$ cat config.mk
export PLATFORM = sky130hd
export DESIGN_NAME = mult_div_sequencer
export DESIGN_NICKNAME = d
export VERILOG_FILES = /design/src/rtl/mult_div_sequencer.sv
export SDC_FILE = /design/constraint.sdc
export NUM_CORES = 1
export LEC_CHECK = 0
export ABC_CLOCK_PERIOD_IN_PS = 11200
export BUFFER_PORTS_ARGS = -buffer_cell sky130_fd_sc_hd__buf_2
export CELL_PAD_IN_SITES_DETAIL_PLACEMENT = 0
export CELL_PAD_IN_SITES_GLOBAL_PLACEMENT = 1
export CORE_UTILIZATION = 40
export CTS_CLUSTER_SIZE = 10
export DETAILED_ROUTE_END_ITERATION = 6
export HOLD_SLACK_MARGIN = 0.15
export PLACE_DENSITY = 0.82
export SYNTH_ARGS = -nofsm -noshare
export SYNTH_HDL_FRONTEND = slang
export SYNTH_SLANG_ARGS = --single-unit
$ cat constraint.sdc
create_clock -name clk -period 11.2 [get_ports clk]
set_input_delay 0 -clock clk [delete_from_list [all_inputs] [get_ports clk]]
set_output_delay 0 -clock clk [all_outputs]
set_load 0.005 [all_outputs]
$ cat src/rtl/mult_div_sequencer.sv
// Iterative multiply/divide engine for the multicycle datapath.
// Shift-add multiply and restoring divide on operand magnitudes, with a
// sign fixup pass that writes HI/LO, plus a busy/done handshake and a
// sticky divide-by-zero flag.
module mult_div_sequencer #(
  parameter int WIDTH = 32,
  parameter int CNT_W = $clog2(WIDTH) + 1
) (
  input  logic             clk,
  input  logic             reset,
  input  logic             mult_start,
  input  logic             div_start,
  input  logic             signed_op,
  input  logic [WIDTH-1:0] A,
  input  logic [WIDTH-1:0] B,
  output logic             busy,
  output logic             done,
  output logic             divzero,
  output logic [WIDTH-1:0] hi,
  output logic [WIDTH-1:0] lo
);

  typedef enum logic [2:0] {
    IDLE,
    MULT,
    DIV,
    FIXUP,
    DONE
  } state_t;

  state_t                 state;
  logic [CNT_W-1:0]       cnt;
  logic [2*WIDTH-1:0]     acc;      // mult: {partial, multiplier}; div: {remainder, quotient}
  logic [WIDTH-1:0]       opb;      // mult: multiplicand magnitude; div: divisor magnitude
  logic                   op_div;
  logic                   sgn_op;
  logic                   sign_a;
  logic                   sign_b;

  logic [WIDTH-1:0]       mag_a;
  logic [WIDTH-1:0]       mag_b;
  logic [WIDTH:0]         mult_sum;
  logic [WIDTH:0]         div_partial;
  logic [WIDTH:0]         div_diff;
  logic                   neg_result;
  logic [2*WIDTH-1:0]     prod_fix;
  logic [WIDTH-1:0]       quot_fix;
  logic [WIDTH-1:0]       rem_fix;

  // Operand magnitudes, per-step datapath and final sign correction
  always_comb begin
    mag_a       = (signed_op && A[WIDTH-1]) ? -A : A;
    mag_b       = (signed_op && B[WIDTH-1]) ? -B : B;
    mult_sum    = {1'b0, acc[2*WIDTH-1:WIDTH]} + (acc[0] ? {1'b0, opb} : '0);
    // remainder shifted left with the next dividend bit brought in
    div_partial = acc[2*WIDTH-1:WIDTH-1];
    div_diff    = div_partial - {1'b0, opb};
    neg_result  = sgn_op && (sign_a ^ sign_b);
    prod_fix    = neg_result ? -acc : acc;
    quot_fix    = neg_result ? -acc[WIDTH-1:0] : acc[WIDTH-1:0];
    rem_fix     = (sgn_op && sign_a) ? -acc[2*WIDTH-1:WIDTH] : acc[2*WIDTH-1:WIDTH];
  end

  // Sequencer FSM with registered handshake and result outputs
  always_ff @(posedge clk or negedge reset) begin
    if (!reset) begin
      state   <= IDLE;
      cnt     <= '0;
      acc     <= '0;
      opb     <= '0;
      op_div  <= 1'b0;
      sgn_op  <= 1'b0;
      sign_a  <= 1'b0;
      sign_b  <= 1'b0;
      busy    <= 1'b0;
      done    <= 1'b0;
      divzero <= 1'b0;
      hi      <= '0;
      lo      <= '0;
    end else begin
      case (state)
        IDLE: begin
          done <= 1'b0;
          if (mult_start || div_start) begin
            busy    <= 1'b1;
            divzero <= 1'b0;
            cnt     <= '0;
            sgn_op  <= signed_op;
            sign_a  <= signed_op & A[WIDTH-1];
            sign_b  <= signed_op & B[WIDTH-1];
            op_div  <= !mult_start;
            if (mult_start) begin
              acc   <= {{WIDTH{1'b0}}, mag_b};
              opb   <= mag_a;
              state <= MULT;
            end else begin
              acc   <= {{WIDTH{1'b0}}, mag_a};
              opb   <= mag_b;
              state <= DIV;
            end
          end
        end
        MULT: begin
          acc <= {mult_sum, acc[WIDTH-1:1]};
          cnt <= cnt + 1'b1;
          if (cnt == CNT_W'(WIDTH - 1)) state <= FIXUP;
        end
        DIV: begin
          if (opb == '0) begin
            divzero <= 1'b1;
            done    <= 1'b1;
            state   <= DONE;
          end else begin
            if (!div_diff[WIDTH]) acc <= {div_diff[WIDTH-1:0], acc[WIDTH-2:0], 1'b1};
            else                  acc <= {acc[2*WIDTH-2:0], 1'b0};
            cnt <= cnt + 1'b1;
            if (cnt == CNT_W'(WIDTH - 1)) state <= FIXUP;
          end
        end
        FIXUP: begin
          if (op_div) begin
            lo <= quot_fix;
            hi <= rem_fix;
          end else begin
            hi <= prod_fix[2*WIDTH-1:WIDTH];
            lo <= prod_fix[WIDTH-1:0];
          end
          done  <= 1'b1;
          state <= DONE;
        end
        DONE: begin
          done  <= 1'b0;
          busy  <= 1'b0;
          state <= IDLE;
        end
        default: state <= IDLE;
      endcase
    end
  end

endmodule

==> flow_summary.json, run 1 <==
{
  "status": "complete, no violations",
  "fin_nets": 2037,
  "seq_power_share": 0.244,
  "power.switching_mw": 2.83,
  "num_rows": 68,
  "hp-class": "in2reg",
  "drc": 0,
  "internal-power_mw": 2.71,
  "fmax_mhz": 228,
  "wl_per_cell_um": 19.8,
  "synthFlopType": "dfrtp_1",
  "combPwrFrac": 0.654,
  "cp-end-kind": "register",
  "dieArea_mm2": 0.0360,
  "grt_max_degree": 77,
  "finClkSkew_ps": 12.4,
  "cts_sinks": 176,
  "fp.coreArea_mm2": 0.0346,
  "finish.utilization": 0.469,
  "max-slew-margin-rel": 0.165,
  "regArea_mm2": 0.00440,
  "synthToLayoutAreaGrowth_pct": 15.3,
  "switching_share": 0.511,
  "fin_crit_sh": 0.391,
  "synth_edf_count": 0,
  "synth-seq-area-share": 0.313,
  "cap_violations": 0,
  "cp.required_ps": 11520,
  "multi_input_area_mm2": 0.00907,
  "r2r_slack_ps": 6820,
  "floorplan.initialDensity": 0.407,
  "h-tree-depth": 4,
  "cts_buffers": 17,
  "ys_warn_count": 0,
  "crit_fanout": 29,
  "report.final.setup_viol": 0,
  "post_cts_buffers": 0,
  "overflow": 0,
  "dp_hpwl_um": 35400,
  "start_kind": "register",
  "tns_ps": 0,
  "n_antenna_cell": 0,
  "tightest_slew_ps": 1250,
  "antenna_left": 0,
  "synth_area_per_cell_um2": 7.94,
  "clkPwrFrac": 0.103,
  "drive_gt1_frac": 0.115,
  "first_pass_iters": 7,
  "cts_tree": "yes",
  "grt_pass1_vias": 13000,
  "drv_slew": 0,
  "vias_per_cell": 5.90,
  "rsz0062_at_grt": "no",
  "gp_congestion": 0.912,
  "port_buffers": 135,
  "gr-usage-all-layers": 0.262,
  "wirelength_um": 46700,
  "io_pins": 136,
  "syn_area_mm2": 0.0141,
  "synth_cell_types": 73,
  "grt_pass1_wl_um": 74000,
  "antenna_found_initial": 0,
  "p_leak_nw": 7.10,
  "nFillCells": 3454,
  "ir_drop_v": 0.000156,
  "ys_ff_latch": 176,
  "hold_violations": 0,
  "min_period_ps": 4380,
  "whs_ps": 141,
  "clk_latency_ps": 450,
  "clk_path_buf_depth": 2,
  "ys_async_sr_fraction": 1.00,
  "p_per_area_mw_per_mm2": 342,
  "clockRootBuffer": "clkbuf_16",
  "die_y_um": 190,
  "drt_iter0_drc": 1366,
  "critPathKind": "reg2reg",
  "die_w_um": 190,
  "syn_nets": 1913,
  "cp.arrival_ps": 4690,
  "vias": 13900,
  "clk_pin_slew_ps": 80,
  "netlist_instances": 1773
}
[cell type report]
| class | count | area share |
|---|---|---|
| clock buffer | 20 | 0.0269 |
| clock inverter | 11 | 0.00609 |
| inverter | 67 | 0.0155 |
| multi-input combinational | 1426 | 0.559 |
| sequential | 176 | 0.271 |
| tap | 455 | 0.0351 |
| timing repair buffer | 209 | 0.0861 |
[per-stage QoR]
stage	setup slack (ps)	area [um^2]	cells	total power, mW
after floorplan	7600	14100	1773	3.85
after global placement	6970	15100	2276	4.81
after detailed placement	6900	15100	2276	4.85
after CTS	6860	16200	2364	5.50
after global routing	6510	16200	2364	6.02
final	6820	16200	2364	5.55
[placed cells by master (no fill, tap or decap), types with 5 or more instances in the layout]
master         instances
nor4_1                24
or4_1                  6
nor3_1                27
a31oi_1               16
a22oi_1               25
o31ai_1               23
or2_2                  5
a21oi_1              136
a211oi_1              21
o21ai_1               27
nor2_1               182
o21ai_0              171
o21a_1                 8
inv_1                 67
or3_1                 14
nand2b_1              26
o22ai_1               23
nor2b_1               11
a21o_1                35
mux2_2                12
nand3_1               40
buf_4                 17
o211ai_1              19
dfrtp_1              176
nand4_1               10
xor2_1                78
o41ai_1                8
nand2_1              180
dlygate4sd3_1         56
ha_1                  69
mux2i_1               20
xnor2_1               94
clkbuf_16             17
and2_1                 7
buf_2                134
a221oi_1              35
[state kept, by name, summed over array words and instances, names as in the netlist]
signal   cells
acc         64
hi          32
lo          32
opb         32
cnt          6
state        3
busy         1
divzero      1
done         1
op_div       1
sgn_op       1
sign_a       1
sign_b       1
[per-layer routing]
layer	GRT usage	up-vias	wire, um
li1	-	6665	-
met1	0.377	6677	21600
met2	0.407	519	21100
met3	0.0245	81	2570
met4	0.0980	0	1500
met5	0	-	0
[worst paths after layout]
check,start,cells after the start,to
min in group asynchronous,reset,4,lo[10]
min,A[6],6,opb[6]
max reg2reg,acc[32],13,acc[40]
max,acc[32],13,acc[40]
max in group asynchronous,reset,4,acc[44]
min reg2reg,lo[2],2,lo[2]
[timing repair]
item,CTS,global route
hold endpoints to repair,89,0
gates resized for setup,0,0
hold buffers,57,0
[power groups by stage]
stage	clock (mW)	combinational (mW)	sequential (mW)
floorplan	0	2.66	1.19
global route	0.600	4.02	1.40
finish	0.570	3.63	1.35
CTS	0.576	3.58	1.34
detailed placement	0	3.50	1.35
global placement	0	3.47	1.34
[logic make-up after synthesis]
kind of cell	synth area share
AO/OA/AOI/OAI	0.260
flip-flops	0.313
buffers and inverters	0.0458
multiplexers	0.0238
XOR/XNOR	0.108
adder cells (fa/ha/maj)	0.0642
AND/OR/NAND/NOR	0.186
[cells in the mapped netlist, types with 3 or more instances]
master | count | area share
a211oi_1 | 21 | 0.011
or2_2 | 5 | 0.0022
o211ai_1 | 19 | 0.010
o21a_1 | 8 | 0.0043
ha_1 | 69 | 0.061
mux2i_1 | 20 | 0.014
buf_2 | 3 | 0.0011
and3_1 | 4 | 0.0018
nand2_1 | 180 | 0.048
a22oi_1 | 25 | 0.013
o21bai_1 | 4 | 0.0021
nand3b_1 | 3 | 0.0016
nand4_1 | 10 | 0.0044
nor3b_1 | 3 | 0.0016
a21o_1 | 35 | 0.019
o31a_1 | 4 | 0.0025
or3_1 | 14 | 0.0062
nor2b_1 | 11 | 0.0049
buf_1 | 6 | 0.0016
nor3_1 | 28 | 0.010
o221ai_1 | 4 | 0.0025
o31ai_1 | 23 | 0.012
nand2b_1 | 26 | 0.012
o21ai_1 | 28 | 0.010
or4_4 | 3 | 0.0024
mux2_2 | 12 | 0.0096
and2_1 | 7 | 0.0031
or4_1 | 6 | 0.0032
a221oi_1 | 35 | 0.022
a21oi_1 | 136 | 0.048
dfrtp_1 | 176 | 0.31
clkbuf_1 | 95 | 0.025
nor4_1 | 24 | 0.011
o22ai_1 | 23 | 0.010
inv_1 | 67 | 0.018
a31oi_1 | 16 | 0.0071
nand3_1 | 40 | 0.014
nor2_1 | 183 | 0.049
xor2_1 | 79 | 0.049
a222oi_1 | 3 | 0.0021
o21ai_0 | 171 | 0.061
o41ai_1 | 8 | 0.0050
xnor2_1 | 94 | 0.058
[critical path, stage by stage, from the launching register on]
cell and delay [ps]:
dfrtp_1 530, inv_1 150, fa_1 450, nand2b_1 200, a21oi_1 350, o211a_1 290, o31a_1 170, nor2_1 50
a21oi_1 320, xor2_4 500, buf_4 470, mux2_2 390, a221oi_1 290, a21oi_1 70
No activity file was read; power rests on OpenSTA's default activity.
==> inputs of run 2 (changes only) <==
- ABC_CLOCK_PERIOD_IN_PS: 11200 -> 4000
- PLACE_DENSITY: 0.82 -> 0.85
- clock period: 11.2 -> 4 ns (I/O delays scaled with it)
==> run 2 against run 1 <==
  * Clock skew grew 6.2 ps
  * Setup slack lost 6600 ps
  * Final area grew 2.1%
  * Critical path depth shrank 1
  * Largest cell class unchanged
==> flow_summary.json, run 2 (same netlist as run 1, synthesis figures left out) <==
{
  "status": "complete, no violations",
  "gp_congestion": 0.930,
  "die_w_um": 190,
  "cpPeakStageDelay_ps": 620,
  "clk_pin_slew_ps": 80,
  "p_per_area_mw_per_mm2": 966,
  "timing.critical_path.buf_inv": 3,
  "drv_slew": 0,
  "drt_iter0_drc": 1444,
  "max-slew-margin-rel": 0.169,
  "min_period_ps": 3780,
  "final_common_cell": "nor2_1",
  "wl_per_cell_um": 19.3,
  "cp.required_ps": 4330,
  "largest_register_ffs": 64,
  "grt_pass1_vias": 13100,
  "crit_fanout": 7,
  "die_y_um": 190,
  "antenna_found_initial": 0,
  "grt_pass1_wl_um": 72600,
  "overflow": 0,
  "start_kind": "input port",
  "n_antenna_cell": 0,
  "clockRootBuffer": "clkbuf_16",
  "cp.arrival_ps": 4110,
  "fin_crit_sh": 0.946,
  "post_cts_buffers": 0,
  "ir_drop_v": 0.000398,
  "report.final.setup_viol": 0,
  "clk_latency_ps": 450,
  "num_rows": 68,
  "crit_chain": "dlygate4sd3_1 -> buf_2 -> or4_1 -> or3_1 -> nor4_1 -> nand2_1 -> o31ai_1 -> xor2_1 -> nand3_1 -> o21ai_0 -> a21oi_1 -> dlygate4sd3_1",
  "cp-end-kind": "register",
  "gr-usage-all-layers": 0.258,
  "multi_input_area_mm2": 0.00907,
  "clk_path_buf_depth": 2,
  "grt_max_degree": 129,
  "cap_violations": 0,
  "rsz0062_at_grt": "no",
  "vias": 14000,
  "fin_nets": 2072,
  "nFillCells": 3442,
  "synthToLayoutAreaGrowth_pct": 17.7,
  "finClkSkew_ps": 18.6,
  "p_leak_nw": 7.31,
  "tns_ps": 0,
  "h-tree-depth": 4,
  "hold_depth": 5,
  "first_pass_iters": 7,
  "hold_violations": 0,
  "critPathKind": "in2reg",
  "hp-class": "in2reg",
  "cts_buffers": 17,
  "final_cell_mix": "182 x nor2_1, 180 x nand2_1, 176 x dfrtp_1",
  "vias_per_cell": 5.83,
  "cts_sinks": 176,
  "regArea_mm2": 0.00440,
  "crit_slowest_cell": "nor4_1",
  "crit_family": "simple AND/OR/NAND/NOR gates",
  "drive_gt1_frac": 0.131,
  "whs_ps": 137,
  "antenna_left": 0,
  "cts_tree": "yes",
  "drc": 0,
  "wirelength_um": 46400,
  "cp.depth": 12,
  "tightest_slew_ps": 1250,
  "cpMostUsedCell": "dlygate4sd3_1",
  "io_pins": 136,
  "fp.coreArea_mm2": 0.0346,
  "reg2regPathDepth": 14,
  "dp_hpwl_um": 35500,
  "fmax_mhz": 264,
  "port_buffers": 135,
  "top_register": "acc",
  "floorplan.initialDensity": 0.407,
  "dieArea_mm2": 0.0360
}
## run 2: cell type report
| class | instances | share of cell area |
|---|---|---|
| clock inverter | 15 | 0.0100 |
| tap | 455 | 0.0343 |
| multi-input combinational | 1426 | 0.547 |
| clock buffer | 17 | 0.0257 |
| sequential | 176 | 0.266 |
| inverter | 67 | 0.0152 |
| timing repair buffer | 244 | 0.102 |
## run 2: layer usage
metal  track usage  vias to the layer above  wire length, um
met5             0                        -                0
met4        0.0741                        0              984
met3        0.0424                       65             2940
met2         0.407                      486            21200
met1         0.361                     6711            21300
li1              -                     6731                -
## run 2: worst register-to-register path, stage by stage, from the launching register on
cell      delay (ps)
dfrtp_1          380
inv_1            100
ha_1             230
fa_1             380
nand2b_1         200
a21oi_1          280
o211a_1          250
o31a_1           170
nor2_1            50
a21oi_1          330
xor2_4           290
buf_4            230
mux2_2           350
a221oi_1         300
nor2_1            70
## run 2: power breakdown
group          switching [mW]  internal [mW]
Combinational            6.21           4.45
Sequential              0.977           2.65
Clock                   0.823          0.890
## run 2: through the flow
step                      utilization  cells  cell area [um^2]  total power, mW  setup WS (ps)
after detailed placement        0.444   2309             15400             13.9            297
after global routing            0.479   2400             16600             17.3           25.8
after floorplan                     -   1773             14100             10.8            400
after CTS                       0.479   2400             16600             15.9            286
after global placement          0.444   2309             15400             13.8            384
final                           0.479   2400             16600             16.0            216
## run 2: what timing repair did
item,CTS,global route
endpoints found under the setup margin,0,0
hold endpoints to repair,136,0
resized for setup,0,0
hold buffers,59,0
## run 2: worst paths after layout
path                       startpoint       to  slack (ps)
hold reg to reg                lo[18]   lo[18]         480
setup / recovery                 B[8]  opb[21]         220
setup reg to reg              acc[31]  acc[36]         290
min in group asynchronous       reset  opb[17]         210
max in group asynchronous       reset  acc[62]        2740
hold / removal                   B[5]   opb[5]         140
